**src/rtl/buzzer_tone_driver.sv**
```systemverilog
// buzzer_tone_driver
//   Turns the level-type buzzer request (beep_en, high for the whole beep
//   window) into the square wave that drives a passive buzzer pin. A burst
//   always consists of whole tone periods. A high level is never cut short,
//   and the pin always ends a burst low.
//
//   Optional feature macro: BUZZER_CHIRP_EN. When it is defined, the tone
//   alternates between TONE_HZ and TONE2_HZ every CHIRP_CYCLES cycles of
//   activity. A swap only takes effect on a half-period boundary. When the
//   macro is undefined, the driver produces TONE_HZ only.
//
// Ports
//   sys_clk    in   system clock
//   sys_rst_n  in   asynchronous reset, active-low
//   beep_en    in   level request, high = sound
//   beep       out  registered buzzer drive, idles low
//   busy       out  registered, high while a burst (tone or drain) is active
module buzzer_tone_driver #(
  parameter int CLK_FREQ     = 50_000_000,
  parameter int TONE_HZ      = 2_000,
  parameter int TONE2_HZ     = 3_000,
  parameter int CHIRP_CYCLES = 2_500_000
) (
  input  logic sys_clk,
  input  logic sys_rst_n,
  input  logic beep_en,
  output logic beep,
  output logic busy
);

  localparam int HALF1    = CLK_FREQ / (2 * TONE_HZ);
  localparam int HALF2    = CLK_FREQ / (2 * TONE2_HZ);
  localparam int HALF_MAX = (HALF1 > HALF2) ? HALF1 : HALF2;
  localparam int CNT_W    = $clog2(HALF_MAX);
  localparam logic [CNT_W-1:0] HALF1_M1 = CNT_W'(HALF1 - 1);

  // A half period shorter than 2 cycles cannot be produced by this counter.
  if (HALF1 < 2 || HALF2 < 2 || CHIRP_CYCLES < 1) begin : g_param_check
    $error("buzzer_tone_driver: HALF1/HALF2 must be >= 2 and CHIRP_CYCLES >= 1");
  end

  typedef enum logic [1:0] {
    IDLE  = 2'd0,
    TONE  = 2'd1,
    DRAIN = 2'd2
  } state_t;

  state_t           state_q, state_d;
  logic             beep_q, beep_d;
  logic             busy_q, busy_d;
  logic [CNT_W-1:0] half_cnt_q, half_cnt_d;
  logic [CNT_W-1:0] half_m1;
  logic             term;

`ifdef BUZZER_CHIRP_EN
  localparam int CHIRP_W = (CHIRP_CYCLES > 1) ? $clog2(CHIRP_CYCLES) : 1;
  localparam logic [CHIRP_W-1:0] CHIRP_M1 = CHIRP_W'(CHIRP_CYCLES - 1);
  localparam logic [CNT_W-1:0]   HALF2_M1 = CNT_W'(HALF2 - 1);

  logic [CHIRP_W-1:0] chirp_cnt_q, chirp_cnt_d;
  logic               pend_q, pend_d;
  logic               tone2_q, tone2_d;
  logic               chirp_wrap;
  logic               swap_now;

  // The terminal count always follows the tone that is latched now.
  assign half_m1 = tone2_q ? HALF2_M1 : HALF1_M1;
`else
  assign half_m1 = HALF1_M1;
`endif

  assign term = (half_cnt_q == half_m1);

  always_comb begin
    state_d    = state_q;
    beep_d     = beep_q;
    busy_d     = busy_q;
    half_cnt_d = half_cnt_q;
    case (state_q)
      IDLE: begin
        beep_d     = 1'b0;
        busy_d     = 1'b0;
        half_cnt_d = '0;
        if (beep_en) begin
          state_d = TONE;
          beep_d  = 1'b1;
          busy_d  = 1'b1;
        end
      end
      TONE, DRAIN: begin
        // TONE and DRAIN share one free-running counter. Dropping or
        // re-raising the request therefore never breaks the phase.
        state_d = beep_en ? TONE : DRAIN;
        if (term) begin
          half_cnt_d = '0;
          if (beep_q) begin
            beep_d = 1'b0;
          end else if (beep_en) begin
            beep_d = 1'b1;
          end else begin
            // End of a whole period with no request: the burst is over.
            state_d = IDLE;
            busy_d  = 1'b0;
          end
        end else begin
          half_cnt_d = half_cnt_q + CNT_W'(1);
        end
      end
      default: begin
        state_d    = IDLE;
        beep_d     = 1'b0;
        busy_d     = 1'b0;
        half_cnt_d = '0;
      end
    endcase
  end

  always_ff @(posedge sys_clk or negedge sys_rst_n) begin
    if (!sys_rst_n) begin
      state_q    <= IDLE;
      beep_q     <= 1'b0;
      busy_q     <= 1'b0;
      half_cnt_q <= '0;
    end else begin
      state_q    <= state_d;
      beep_q     <= beep_d;
      busy_q     <= busy_d;
      half_cnt_q <= half_cnt_d;
    end
  end

`ifdef BUZZER_CHIRP_EN
  always_comb begin
    chirp_cnt_d = chirp_cnt_q;
    pend_d      = pend_q;
    tone2_d     = tone2_q;
    chirp_wrap  = (chirp_cnt_q == CHIRP_M1);
    // A wrap that lands exactly on a boundary swaps at that same boundary.
    swap_now    = pend_q | chirp_wrap;
    if (state_q == IDLE) begin
      if (beep_en) begin
        chirp_cnt_d = '0;
        pend_d      = 1'b0;
        tone2_d     = 1'b0;
      end
    end else begin
      chirp_cnt_d = chirp_wrap ? '0 : chirp_cnt_q + CHIRP_W'(1);
      if (term) begin
        tone2_d = tone2_q ^ swap_now;
        pend_d  = 1'b0;
      end else begin
        pend_d  = swap_now;
      end
    end
  end

  always_ff @(posedge sys_clk or negedge sys_rst_n) begin
    if (!sys_rst_n) begin
      chirp_cnt_q <= '0;
      pend_q      <= 1'b0;
      tone2_q     <= 1'b0;
    end else begin
      chirp_cnt_q <= chirp_cnt_d;
      pend_q      <= pend_d;
      tone2_q     <= tone2_d;
    end
  end
`endif

  assign beep = beep_q;
  assign busy = busy_q;

endmodule
```
**config.mk**
```make
export PLATFORM = sky130hd
export DESIGN_NAME = buzzer_tone_driver
export DESIGN_NICKNAME = d
export VERILOG_FILES = /design/src/rtl/buzzer_tone_driver.sv
export SDC_FILE = /design/constraint.sdc
export NUM_CORES = 1
export LEC_CHECK = 0
export BUFFER_PORTS_ARGS = -buffer_cell sky130_fd_sc_hd__buf_2
export CORE_AREA = 2 2 44 46
export CTS_CLUSTER_SIZE = 24
export DETAILED_ROUTE_END_ITERATION = 10
export DIE_AREA = 0 0 46 48
export PLACE_DENSITY = 0.72
export SYNTH_ARGS = -nofsm -noshare
export SYNTH_HDL_FRONTEND = slang
export SYNTH_SLANG_ARGS = --single-unit
```
**constraint.sdc**
```tcl
create_clock -name sys_clk -period 2.2 [get_ports sys_clk]
set_input_delay 0.22 -clock sys_clk [delete_from_list [all_inputs] [get_ports sys_clk]]
set_output_delay 0.22 -clock sys_clk [all_outputs]
set_load 0.005 [all_outputs]
```
==> flow_summary.ini, run 1 <==
[routing]
routed_wl_um = 1590
drt-initial-drc-count = 6
drcViolationCount = 0
via_per_inst = 5.61
route.vias.total = 667
dr.max_layer_used = met4
ant_nets = 0
dr_wl_met3_um = 21
wl_met2_um = 743
dr.pass1.iters = 4
wl_per_cell_um = 13.3
wl_met1_um = 782

[die]
chipHeight_um = 48
row_count = 15
die_area_um2 = 2210
fp.coreArea_um2 = 1690
initial_utilization_pct = 54.8
die_x_um = 46
top_level_ports = 5

[sta]
finalSetupViolations = 0
fin_tns_setup_ps = 0
slew_violations = 0
max_freq_ghz = 0.496
worst_pin_slew_ps = 389
finalHoldViolations = 0
min_period_ps = 2020
rsz0062_at_grt = false
clock_skew_ps = 2.89
period_share_pct = 91.6
max-slew-margin-rel_pct = 74.0

[clocking]
clock-sinks = 18
clock-root-buffer = clkbuf_4
numCtsBuffers = 3
cts_resized = 0
post-cts-setup-buffers = 0
clock_latency_ps = 290
cts_tree = built
clkSlewWorstSetupHoldPaths_ps = 100
htreeDepth = 1
clockBufferDepth = 2
ctsHoldBuffers = 1

[yosys]
synthDistinctLibCells = 27
syn_area_um2 = 926
yosys_warnings = 0
synth_area_leaders = dfrtp_1 (49%), xnor2_1 (6.6%), nor2_1 (5.7%)
post-synth-top-area-cell = dfrtp_1
async_reset_ff_share_pct = 100
synth_fp_nets = 100
synthCells = 94
ys.flop_type = dfrtp_1
synth_seq_cells = 18
synth_edf_count = 0
netlist.area_leader.share_pct = 48.6
ys_seq_area_share_pct = 48.6
syn_area_per_cell_um2 = 9.85

[global_routing]
antenna_found_initial = 0
grt_max_degree = 19
grt_usage_pct = 17.8
overflow = 0
grt_pass1_vias = 602
grt_pass1_wl_um = 2710

[placement]
portBuffers = 4
hpwl_um = 1200
gp_congestion = 0.823

[critical_path]
start_kind = flip-flop
critPathArrivalTime_ps = 2200
worst-path-max-fanout = 5
worstSetupPathType = reg -> reg
end_kind = flip-flop
worstPathRequired_ps = 2390
rrSetupSlack_ps = 180

[pwr]
leakage_uw = 0.000416
power_uw = 995
p_per_area_nw_per_um2 = 997
vdd_drop_max_uv = 832

[final_layout]
final_common_cell = dfrtp_1
antenna_cells = 0
syn_to_final_growth_pct = 7.84
drive_gt1_share_pct = 11.8
nets = 109
final_cell_mix = dfrtp_1 (18), nor2_1 (14), nand2_1 (9), xnor2_1 (7), inv_1 (5)

[status]
status = completed

[run]
maxCapViolCount = 0

[worst_hold_path]
hp-class = in -> reg
-- kinds of logic (layout without fill, tap and decap cells) --
logic type | Yosys count | after routing | synth area share, %
simple gates | 45 | 45 | 25.9
flops | 18 | 18 | 48.6
compound gates | 11 | 11 | 7.30
xor+xnor | 11 | 11 | 10.4
buf+inv | 6 | 14 | 3.65
fa+ha+maj | 3 | 3 | 4.05
-- layout make-up --
type | instances | area (um2)
clock buffer | 4 | 36.3
fill | 141 | 691
inverter | 5 | 18.8
multi-input combinational | 70 | 442
sequential | 18 | 450
tap | 17 | 21.3
timing repair buffer | 5 | 30.0
-- flip-flops by register name (all words and copies together) (netlist names) --
name / count
half_cnt_q: 14
state_q: 2
beep: 1
busy: 1
-- report_power, final --
part	internal (uW)	leakage (uW)	total, uW	switching (uW)
Combinational	127	0.000151	360	233
Sequential	385	0.000245	430	44.8
Clock	101	0.0000210	205	104
-- cell usage after synthesis, types with 2 or more instances --
| master | number |
|---|---|
| or4b_1 | 2 |
| nor2_1 | 14 |
| o31ai_1 | 2 |
| a21oi_1 | 3 |
| o21ai_0 | 3 |
| nor4_1 | 2 |
| ha_1 | 3 |
| nand4_1 | 3 |
| nor3_1 | 3 |
| nand3_1 | 4 |
| xnor2_1 | 7 |
| nand2_1 | 9 |
| dfrtp_1 | 18 |
| xor2_1 | 4 |
| inv_1 | 5 |
-- per-stage QoR --
step | hold WS (ps) | instance area [um2] | instances | utilization [%] | setup WS [ps]
CTS | 105 | 998 | 119 | 59.1 | 172
finish | 111 | 998 | 119 | 59.1 | 185
detailed placement | 172 | 952 | 114 | 56.4 | 175
global route | 105 | 998 | 119 | 59.1 | 54.8
global placement | 165 | 952 | 114 | 56.4 | 272
floorplan | -75.6 | 926 | 94 | - | 284
-- per-layer routing --
metal  vias up  GRT usage, %
li1        341             -
met1       316          24.4
met2         5          26.4
met3         5          3.40
met4         0          10.3
met5         -             0
-- worst max-delay path, stage by stage, from the launching register on --
cell and delay (ps):
dfrtp_1 390, ha_1 200, or4b_1 450, or4_4 570, o211ai_1 200, a21oi_1 90
-- worst paths after layout --
| path | depth (start not counted) | from | endpoint |
|---|---|---|---|
| worst max-delay path | 5 | half_cnt_q[0] | state_q[1] |
| worst min-delay path | 2 | beep_en | state_q[1] |
| worst max register to register | 5 | half_cnt_q[0] | state_q[1] |
| worst min register to register | 1 | half_cnt_q[0] | half_cnt_q[0] |
| max in group asynchronous | 2 | sys_rst_n | half_cnt_q[1] |
| min in group asynchronous | 2 | sys_rst_n | half_cnt_q[13] |
Note: power is estimated with default switching activity, not from simulation.
==> run 2: changes to the inputs <==
--- a/config.mk
+++ b/config.mk
@@ -7,9 +7,11 @@
 export LEC_CHECK = 0
 export BUFFER_PORTS_ARGS = -buffer_cell sky130_fd_sc_hd__buf_2
-export CORE_AREA = 2 2 44 46
-export CTS_CLUSTER_SIZE = 24
+export CELL_PAD_IN_SITES_DETAIL_PLACEMENT = 1
+export CELL_PAD_IN_SITES_GLOBAL_PLACEMENT = 1
+export CORE_AREA = 2 2 49 51
+export CTS_CLUSTER_SIZE = 12
 export DETAILED_ROUTE_END_ITERATION = 10
-export DIE_AREA = 0 0 46 48
-export PLACE_DENSITY = 0.72
+export DIE_AREA = 0 0 51 53
+export PLACE_DENSITY_LB_ADDON = 0.1
 export SYNTH_ARGS = -nofsm -noshare
 export SYNTH_HDL_FRONTEND = slang
==> constraint.sdc (replaced) <==
create_clock -name sys_clk -period 2.2 [get_ports sys_clk]
set_input_delay 0.33 -clock sys_clk [delete_from_list [all_inputs] [get_ports sys_clk]]
set_output_delay 0.33 -clock sys_clk [all_outputs]
set_load 0.005 [all_outputs]
==> run 2 against run 1 <==
Flip-flop and latch count unchanged. Register-to-register slack got worse by 30 ps. Worst hold slack improved by 110 ps. Final cell count increased by 10%. Count of clock-buffer cells in the layout is the same. Via count up 5.8%. Highest routed layer unchanged.
==> flow_summary.ini, run 2 (synthesized netlist as in run 1, its figures left out) <==
[routing]
via_per_inst = 5.39
drt-initial-drc-count = 8
dr.pass1.iters = 4
wl_per_cell_um = 15.2
ant_nets = 0
route.vias.total = 706
routed_wl_um = 2000
drcViolationCount = 0

[sta]
slew_violations = 0
clock_skew_ps = 8.65
fin_tns_setup_ps = 0
finalSetupViolations = 0
rsz0062_at_grt = false
period_share_pct = 92.8
min_period_ps = 2040
worst_pin_slew_ps = 408
max-slew-margin-rel_pct = 72.8
finalHoldViolations = 0
max_freq_ghz = 0.490
worst_slack_ps = 157

[die]
die_area_um2 = 2700
row_count = 17
top_level_ports = 5
fp.coreArea_um2 = 2150
chipHeight_um = 53
initial_utilization_pct = 43.1
die_x_um = 51

[final_layout]
drive_gt1_share_pct = 12.6
final_common_cell = dfrtp_1
final_cell_mix = dfrtp_1 (18), nor2_1 (14), nand2_1 (9), xnor2_1 (7), inv_1 (5)
largest_reg_flops = 14
nets = 110
biggestRegsByFlops = half_cnt_q: 14 flops, state_q: 2 flops
antenna_cells = 0
syn_to_final_growth_pct = 10.1
top_register = half_cnt_q

[critical_path]
critPathArrivalTime_ps = 2230
start_kind = flip-flop
crit_path_top_delay_cell = or4_4
worstSetupPathType = reg -> reg
cpPeakStageDelay_ps = 580
cp_cell_sequence = ha_1, or4b_1, or4_4, o211ai_1, a21oi_1
worst-path-max-fanout = 5
worstPathRequired_ps = 2390
end_kind = flip-flop

[clocking]
htreeDepth = 1
cts_resized = 0
numCtsBuffers = 3
clockBufferDepth = 2
cts_tree = built
clock_latency_ps = 290
clock-sinks = 18
clock-root-buffer = clkbuf_4
clkSlewWorstSetupHoldPaths_ps = 110

[global_routing]
overflow = 0
grt_max_degree = 19
grt_usage_pct = 18.4
grt_pass1_wl_um = 3570
grt_pass1_vias = 755
antenna_found_initial = 0

[worst_hold_path]
hp-class = in -> reg

[placement]
gp_congestion = 0.793
post-place-ws_ps = 152
hpwl_um = 1500
portBuffers = 4

[pwr]
vdd_drop_max_uv = 710
leakage_uw = 0.000422
p_per_area_nw_per_um2 = 989

[status]
status = completed

[run]
maxCapViolCount = 0
==> run 2: through the flow <==
stage	cells	utilization (%)	power [uW]	hold slack, ps	instance area, um2
finish	131	47.5	1010	220	1020
global route	131	47.5	1090	224	1020
CTS	131	47.5	1030	210	1020
detailed placement	126	45.3	817	284	973
global placement	126	45.3	794	281	973
floorplan	94	-	752	34.4	926
==> run 2: power breakdown <==
group          internal, uW  total (uW)  switching [uW]  leakage, uW
sequential              385         431            46.5     0.000245
combinational           127         370             243     0.000156
clock                   101         207             106    0.0000210
==> run 2: final cells by class <==
type	count	area, um2
clock buffers	4	36.3
fillers	262	1130
inverters	5	18.8
multi-input cells	70	442
flip-flops and latches	18	450
well taps	28	35.0
repair buffers	6	37.5
==> run 2: path summary, 6_finish.rpt <==
path                               start             end  slack [ps]  depth (start not counted)
max                        half_cnt_q[0]      state_q[1]         160                          5
max reg2reg                half_cnt_q[0]      state_q[1]         160                          5
min in group asynchronous      sys_rst_n  half_cnt_q[10]         480                          2
min reg2reg                half_cnt_q[0]   half_cnt_q[0]         490                          1
min                              beep_en      state_q[1]         220                          2
max in group asynchronous      sys_rst_n   half_cnt_q[3]        1430                          2
==> run 2: critical path: cells and delay by family, from the launching register on <==
family / cells / cell delay (ps)
flip-flops: 1 / 400
AND/OR/NAND/NOR: 2 / 1030
AO/OA/AOI/OAI: 2 / 270
adder cells (fa/ha/maj): 1 / 240
==> run 2: timing repair <==
item,in CTS,in global routing
hold buffers,1,0
setup buffers,0,0
hold endpoints to repair,18,0
setup endpoints to repair,0,0
==> run 2: layer usage <==
layer	vias to the layer above	track usage, %	part of all wire [%]	routed length (um)
met5	-	0	0	0
met4	0	9.46	0.85	17
met3	2	3.39	1.4	28
met2	3	29.4	50	991
met1	360	23.8	48	957
li1	341	-	-	-
==> run 3: changes to the inputs <==
- CORE_AREA: 2 2 49 51 -> 2 2 52 54
- DIE_AREA: 0 0 51 53 -> 0 0 54 56
==> run 3 against run 2 <==
Core utilization decreased by 5.4 points. Global-route usage decreased by 4.0 points. Worst hold slack got worse by 1.4 ps. Critical endpoint is now half_cnt_q[7]. Largest cell class unchanged.
==> flow_summary.ini, run 3 (synthesized netlist as in run 1, its figures left out) <==
[routing]
routed_wl_um = 1850
drcViolationCount = 0
route.vias.total = 676
wl_per_cell_um = 13.9
via_per_inst = 5.08
dr.pass1.iters = 4
drt-initial-drc-count = 12
ant_nets = 0

[final_layout]
biggestRegsByFlops = half_cnt_q: 14 flops, state_q: 2 flops
largest_reg_flops = 14
top_register = half_cnt_q
final_cell_mix = dfrtp_1 (18), nor2_1 (14), nand2_1 (9), xnor2_1 (7), inv_1 (5)
regArea_um2 = 450
multi_input_area_um2 = 442
final_util_pct = 42.0
nets = 110
fillCellCount = 278
drive_gt1_share_pct = 12.6
syn_to_final_growth_pct = 10.4
final_common_cell = dfrtp_1
antenna_cells = 0

[clocking]
htreeDepth = 1
cts_tree = built
clock_latency_ps = 290
clkSlewWorstSetupHoldPaths_ps = 100
clock-root-buffer = clkbuf_4
numCtsBuffers = 3
post-cts-setup-buffers = 0
clock-sinks = 18
clockBufferDepth = 2

[pwr]
seqPwrFrac_pct = 42.2
cellInternalPower_uw = 618
leakage_uw = 0.000422
p_sw_share_pct = 38.6
p_sw_uw = 388
p_clk_share_pct = 20.0
vdd_drop_max_uv = 533
combPwrFrac_pct = 37.9
p_per_area_nw_per_um2 = 984

[status]
status = completed

[global_routing]
antenna_found_initial = 0
grt_usage_pct = 14.4
grt_pass1_wl_um = 3240
grt_pass1_vias = 721
grt_max_degree = 19
overflow = 0

[sta]
max-slew-margin-rel_pct = 73.6
fin_tns_setup_ps = 0
min_period_ps = 1990
clock_skew_ps = 9.48
finalSetupViolations = 0
max_freq_ghz = 0.503
finalHoldViolations = 0
rsz0062_at_grt = false
period_share_pct = 90.4
worst_slack_ps = 212
slew_violations = 0
worst_pin_slew_ps = 396

[die]
die_area_um2 = 3020
initial_utilization_pct = 38.1
row_count = 18
chipHeight_um = 56
top_level_ports = 5
die_x_um = 54
fp.coreArea_um2 = 2430

[critical_path]
worstPathRequired_ps = 2380
worst-path-max-fanout = 14
critPathArrivalTime_ps = 2170
end_kind = flip-flop
rrSetupSlack_ps = 210
worstSetupPathType = reg -> reg
start_kind = flip-flop

[worst_hold_path]
hp-class = in -> reg

[placement]
post-place-ws_ps = 197
hpwl_um = 1410
portBuffers = 4
gp_congestion = 0.703

[run]
maxCapViolCount = 0
[run 3: cell counts in the layout (fill, tap and decap cells not counted)]
No cell type changed its count.
[run 3: worst paths after layout]
path                                 end  cells past startpoint     startpoint
setup / recovery           half_cnt_q[7]                      5  half_cnt_q[0]
hold / removal                state_q[1]                      2        beep_en
hold reg to reg            half_cnt_q[0]                      1  half_cnt_q[0]
min in group asynchronous     state_q[0]                      2      sys_rst_n
max in group asynchronous  half_cnt_q[9]                      2      sys_rst_n
setup reg to reg           half_cnt_q[7]                      5  half_cnt_q[0]
[run 3: final cells by class]
type                       instances  area share (%)
sequential                        18            44.1
multi-input combinational         70            43.2
timing repair buffer               6            3.67
tap                               30            3.67
clock buffer                       4            3.55
inverter                           5            1.84
[run 3: metrics by stage]
| step | instance area (um2) | hold WS, ps | total power, uW | std cells |
|---|---|---|---|---|
| final | 1020 | 218 | 1010 | 133 |
| after floorplan | 926 | 34.4 | 752 | 94 |
| after detailed placement | 976 | 285 | 819 | 128 |
| after CTS | 1020 | 212 | 1030 | 133 |
| after global routing | 1020 | 209 | 1100 | 133 |
| after global placement | 976 | 288 | 813 | 128 |
[run 3: worst max-delay path, cell delays in order (launching register included)]
cell,delay (ps)
dfrtp_1,390
ha_1,210
or4b_1,440
or4_4,570
nand2_4,190
nor2_1,70
[run 3: layer usage]
layer	track usage, %	vias up	share of wire [%]
li1	-	344	-
met5	0	-	0
met2	21.1	4	44
met1	20.5	326	52
met4	2.14	0	0.76
met3	5.65	2	2.4
[run 3: power by group through the flow]
stage / sequential, uW / combinational, uW / clock [uW]
after detailed placement: 432 / 387 / 0
after global placement: 427 / 386 / 0
after CTS: 426 / 388 / 212
final: 424 / 381 / 201
after global routing: 431 / 447 / 220
after floorplan: 427 / 325 / 0
[run 3: timing repair]
item	in CTS	in global routing
hold endpoints to repair	18	0
resized for setup	0	0
hold buffers	1	0
